**src/rtl/name_entry_ctrl_pkg.sv**
```systemverilog
// rtl/name_entry_ctrl_pkg.sv - shared constants and state type for player-name entry
package name_entry_ctrl_pkg;

  localparam int CHAR_W      = 5;
  localparam int NUM_CHARS   = 3;
  localparam int STRING_SIZE = NUM_CHARS * CHAR_W;

  localparam logic [CHAR_W-1:0] CHAR_A   = 5'd0;
  localparam logic [CHAR_W-1:0] CHAR_MAX = 5'd25;

  // Cursor: 0..NUM_CHARS-1 select a character, POS_CONFIRM boxes the whole name
  localparam int                POS_W       = 2;
  localparam logic [POS_W-1:0]  POS_FIRST   = 2'd0;
  localparam logic [POS_W-1:0]  POS_LAST    = 2'(NUM_CHARS - 1);
  localparam logic [POS_W-1:0]  POS_CONFIRM = 2'd3;

  typedef enum logic [1:0] {
    IDLE    = 2'd0,
    EDIT    = 2'd1,
    CONFIRM = 2'd2,
    COMMIT  = 2'd3
  } name_state_t;

endpackage

```
**src/rtl/name_entry_ctrl.sv**
```systemverilog
// rtl/name_entry_ctrl.sv - button-driven 3-character name entry with timeout and commit handshake
module name_entry_ctrl
  import name_entry_ctrl_pkg::*;
#(
  parameter int unsigned TIMEOUT_CYC = 1_000_000_000
) (
  input  logic                   clk,
  input  logic                   rst_n,
  input  logic                   start,
  input  logic                   btn_up,
  input  logic                   btn_down,
  input  logic                   btn_left,
  input  logic                   btn_right,
  input  logic                   btn_enter,
  input  logic                   commit_ack,
  output logic [STRING_SIZE-1:0] player_name,
  output logic [POS_W-1:0]       input_pos,
  output logic                   active,
  output logic                   commit_req,
  output logic                   done
);

  localparam int              CNT_W    = (TIMEOUT_CYC > 1) ? $clog2(TIMEOUT_CYC) : 1;
  localparam logic [CNT_W-1:0] CNT_LAST = CNT_W'(TIMEOUT_CYC - 1);

  typedef logic [NUM_CHARS-1:0][CHAR_W-1:0] name_arr_t;

  name_state_t      state_q, state_d;
  name_arr_t        ch_q, ch_d;
  logic [POS_W-1:0] pos_q, pos_d;
  logic [CNT_W-1:0] cnt_q, cnt_d;
  logic             active_q, active_d;
  logic             commit_req_q, commit_req_d;
  logic             done_q, done_d;
  logic             any_btn;

  // Z wraps to A going up, A wraps to Z going down
  function automatic logic [CHAR_W-1:0] char_inc(input logic [CHAR_W-1:0] c);
    return (c == CHAR_MAX) ? CHAR_A : c + CHAR_W'(1);
  endfunction

  function automatic logic [CHAR_W-1:0] char_dec(input logic [CHAR_W-1:0] c);
    return (c == CHAR_A) ? CHAR_MAX : c - CHAR_W'(1);
  endfunction

  assign any_btn = btn_up | btn_down | btn_left | btn_right | btn_enter;

  // Next-state, cursor, character edits and idle-timeout counting
  always_comb begin
    state_d      = state_q;
    ch_d         = ch_q;
    pos_d        = pos_q;
    cnt_d        = '0;
    active_d     = active_q;
    commit_req_d = commit_req_q;
    done_d       = 1'b0;

    unique case (state_q)
      IDLE: begin
        if (start) begin
          state_d  = EDIT;
          ch_d     = '0;
          pos_d    = POS_FIRST;
          active_d = 1'b1;
        end
      end

      EDIT: begin
        cnt_d = any_btn ? '0 : cnt_q + CNT_W'(1);
        if (btn_enter || btn_right) begin
          if (pos_q == POS_LAST) begin
            state_d = CONFIRM;
            pos_d   = POS_CONFIRM;
          end else begin
            pos_d = pos_q + POS_W'(1);
          end
        end else if (btn_left) begin
          if (pos_q != POS_FIRST) pos_d = pos_q - POS_W'(1);
        end else if (btn_up) begin
          ch_d[pos_q] = char_inc(ch_q[pos_q]);
        end else if (btn_down) begin
          ch_d[pos_q] = char_dec(ch_q[pos_q]);
        end else if (cnt_q == CNT_LAST) begin
          state_d      = COMMIT;
          pos_d        = POS_CONFIRM;
          commit_req_d = 1'b1;
          cnt_d        = '0;
        end
      end

      CONFIRM: begin
        cnt_d = any_btn ? '0 : cnt_q + CNT_W'(1);
        if (btn_enter || (!any_btn && cnt_q == CNT_LAST)) begin
          state_d      = COMMIT;
          commit_req_d = 1'b1;
          cnt_d        = '0;
        end else if (btn_left) begin
          state_d = EDIT;
          pos_d   = POS_LAST;
        end
      end

      COMMIT: begin
        if (commit_ack) begin
          state_d      = IDLE;
          commit_req_d = 1'b0;
          done_d       = 1'b1;
          active_d     = 1'b0;
        end
      end

      default: state_d = IDLE;
    endcase
  end

  // State and output registers, cleared asynchronously
  always_ff @(posedge clk or negedge rst_n) begin
    if (!rst_n) begin
      state_q      <= IDLE;
      ch_q         <= '0;
      pos_q        <= POS_FIRST;
      cnt_q        <= '0;
      active_q     <= 1'b0;
      commit_req_q <= 1'b0;
      done_q       <= 1'b0;
    end else begin
      state_q      <= state_d;
      ch_q         <= ch_d;
      pos_q        <= pos_d;
      cnt_q        <= cnt_d;
      active_q     <= active_d;
      commit_req_q <= commit_req_d;
      done_q       <= done_d;
    end
  end

  // Flatten characters with ch[0] in the MSBs
  always_comb begin
    player_name = '0;
    for (int i = 0; i < NUM_CHARS; i++) begin
      player_name[(NUM_CHARS-1-i)*CHAR_W +: CHAR_W] = ch_q[i];
    end
  end

  assign input_pos  = pos_q;
  assign active     = active_q;
  assign commit_req = commit_req_q;
  assign done       = done_q;

endmodule

```
**config.mk**
```make
export PLATFORM = sky130hd
export DESIGN_NAME = name_entry_ctrl
export DESIGN_NICKNAME = d
export VERILOG_FILES = /design/src/rtl/name_entry_ctrl_pkg.sv /design/src/rtl/name_entry_ctrl.sv
export SDC_FILE = /design/constraint.sdc
export NUM_CORES = 1
export LEC_CHECK = 0
export BUFFER_PORTS_ARGS = -buffer_cell sky130_fd_sc_hd__buf_4
export CORE_MARGIN = 1
export CORE_UTILIZATION = 44
export DETAILED_ROUTE_END_ITERATION = 10
export GPL_TIMING_DRIVEN = 0
export HOLD_SLACK_MARGIN = 0.06
export PLACE_DENSITY = 0.64
export SYNTH_ARGS = -nofsm -noshare
export SYNTH_HDL_FRONTEND = slang
export SYNTH_SLANG_ARGS = --single-unit
```
**constraint.sdc**
```tcl
create_clock -name clk -period 2.8 [get_ports clk]
set_input_delay 0.84 -clock clk [delete_from_list [all_inputs] [get_ports clk]]
set_output_delay 0.84 -clock clk [all_outputs]
set_load 0.005 [all_outputs]
```
==> impl_metrics.py <==
metrics = {
    "detailed_routing": {
        "via_per_inst": 5.46,
        "antenna_left": 0,
        "vias": 2552,
        "wl_per_cell_um": 14.8,
        "drtIter0Drc": 91,
        "drtPass1Iterations": 4,
        "drc": 0,
        "drt_wl_total_mm": 6.91,
    },
    "yosys": {
        "synth.avg_cell_area_um2": 9.35,
        "synth_edf_count": 0,
        "synth_top_family_by_area": "simple AND/OR/NAND/NOR gates",
        "synth_mux_area_share_pct": 2.67,
        "ys_ff_latch": 52,
        "synth_seq_area_share_pct": 41.4,
        "synth_area_leader_cell": "dfrtp_1",
        "synth.distinct_cells": 57,
        "async_flop_share_pct": 100,
        "synth.most_common_cell": "dfrtp_1",
        "synthSimpleGateAreaFrac_pct": 24.2,
        "synth_compound_area_share_pct": 15.7,
        "netlist_area_um2": 3140,
        "yosysTopAreaCellShare_pct": 41.4,
        "yosys_most_used_dff": "dfrtp_1",
        "synth-xor-area-share_pct": 8.08,
        "synth_area_leaders": "dfrtp_1 41%, nor2_1 5.4%, xor2_1 4.7%",
        "synth_fa_ha_area_share_pct": 4.38,
        "ys_warn_count": 0,
        "syn-num-nets": 356,
        "synth_cells": 336,
        "netlist_top_cells_count": "52 x dfrtp_1, 45 x nor2_1, 35 x nand2_1",
    },
    "critical_path": {
        "endpoint_kind": "register",
        "crit_type": "reg2reg",
        "start_kind": "register",
        "crit_fanout": 10,
        "worst_ep_required_time_ns": 3.01,
        "r2r_setup_slack_ns": 0.22,
        "arrival_ns": 2.79,
        "ff2ff_path_depth": 11,
    },
    "finish": {
        "area_growth_pct": 14.8,
        "fin_cells": 467,
        "antenna_cells": 0,
        "fillers": 664,
        "drive_gt1_share_pct": 14.8,
        "nNetsFinal": 390,
    },
    "cts": {
        "cts_tree": "done",
        "clk_pin_slew_ns": 0.11,
        "cts_sinks": 52,
        "numCtsBuffers": 5,
        "htree_num_levels": 2,
        "cts.path.max_buffers": 2,
        "insertion_delay_ns": 0.32,
        "cts_root_buf": "clkbuf_8",
    },
    "die": {
        "fp-row-count": 30,
        "die_w_um": 86.5,
        "die_h_um": 86.5,
        "start_util_pct": 46.0,
        "dieArea_um2": 7480,
        "core_area_um2": 6830,
        "ios": 29,
    },
    "timing": {
        "worst_pin_slew_ns": 0.663,
        "drv_slew": 0,
        "setup_viol": 0,
        "period_minus_slack_ns": 2.58,
        "finalClockSkew_ns": 0.0167,
        "min_period_over_period_pct": 92.1,
        "slew_headroom_pct": 55.8,
        "tns_ns": 0,
        "hold_viol": 0,
        "fmax_mhz": 388,
        "rsz0062_at_grt": "false",
    },
    "global_route": {
        "grt_overflow": 0,
        "track_usage_pct": 19.8,
        "first_global_vias": 2393,
        "grt_start_max_net_pins": 53,
        "grt_antenna_before_repair": 0,
        "grt_pass1_wl_mm": 11.5,
    },
    "status": {
        "outcome": "finished, final reports clean",
    },
    "job": {
        "drv_cap": 0,
    },
    "power_and_ir_drop": {
        "leakagePower_nw": 1.52,
        "p_per_area_nw_per_um2": 647,
        "peakVddDrop_mv": 0.330,
        "finalPower_mw": 2.33,
    },
    "hold_path": {
        "hold_class": "reg2reg",
        "hold_depth": 1,
    },
    "placement": {
        "place_inst": 459,
        "gp_congestion": 0.825,
        "dp_hpwl_mm": 5.03,
        "port_buffers": 27,
    },
}
## cells by family after synthesis
family | count (synthesis)
buffers and inverters | 24
flip-flops | 52
AO/OA/AOI/OAI | 66
multiplexers | 7
XOR/XNOR | 29
AND/OR/NAND/NOR | 147
adder cells (fa/ha/maj) | 11
## timing repair
| action | 4_1_cts | 5_1_grt |
|---|---|---|
| setup buffers | 0 | 0 |
| gates resized for setup | 0 | 1 |
| hold buffers | 0 | 0 |
| endpoints found under the setup margin | 0 | 3 |
## state kept, by name, indices dropped and copies added, names as in the netlist
register and count:
cnt_q 30, player_name 15, input_pos 2, state_q 2
active 1, commit_req 1, done 1
## through the flow
stage	cell area, um^2	util, %	hold WS [ns]	worst slack, ns
floorplan	3140	-	0.448	0.374
global placement	3460	50.7	0.469	0.130
detailed placement	3460	50.7	0.483	0.0937
CTS	3600	52.7	0.497	0.0857
global route	3610	52.8	0.516	0.0543
finish	3610	52.8	0.495	0.222
## layout by cell type (no fill, tap or decap), types with 3 or more instances in the layout
cell type and n:
xnor2_1 12, nor3_1 4, clkbuf_8 5, inv_1 11, o21ai_1 4, dfrtp_1 52, a21oi_1 10, a31oi_1 3
nand3_1 13, a41oi_1 5, ha_1 11, nand4_1 8, nor2_1 45, nor4_1 3, a21o_1 3, o21ai_0 15
buf_6 3, nand2_1 35, mux2i_1 5, a22o_1 7, buf_4 27, nand2b_1 5, clkbuf_1 8, xor2_1 17
and2_1 6, and3_1 9
## path summary, 6_finish.rpt
kind                                    from              to
worst max register to register  input_pos[1]  player_name[6]
worst min-delay path                cnt_q[0]        cnt_q[0]
max in group asynchronous              rst_n       cnt_q[19]
worst min register to register      cnt_q[0]        cnt_q[0]
min in group asynchronous              rst_n  player_name[3]
worst max-delay path            input_pos[1]  player_name[6]
## routing by layer
layer  vias up  global-route usage (%)  routed length [um]
met4         0                    5.00                  53
met1      1235                    26.0                3310
met5         -                       0                   0
met2        49                    34.0                3340
li1       1263                       -                   -
met3         5                    3.24                 210
## power by group
part	internal, mW	switching, mW
clock	0.360	0.269
combinational	0.349	0.497
sequential	0.807	0.0501
## cell type report
class,instances,area (um^2),share of cell area (%)
buffer,12,68.8,1.91
clock buffer,5,68.8,1.91
clock inverter,3,68.8,1.91
inverter,12,45.0,1.25
multi-input combinational,260,1730,48.0
sequential,52,1300,36.1
tap,96,120,3.33
timing repair buffer,27,203,5.62
## critical path, cell delays in order, from the launching register on
cell and delay (ns):
dfrtp_1 0.42, buf_6 0.16, nor2b_4 0.13, buf_6 0.13, o2bb2ai_2 0.17, inv_2 0.11, ha_1 0.22, inv_1 0.05
or4_4 0.57, nor3b_1 0.17, a31oi_2 0.24, o21ai_1 0.10
Power figures use the tool's default switching activity.
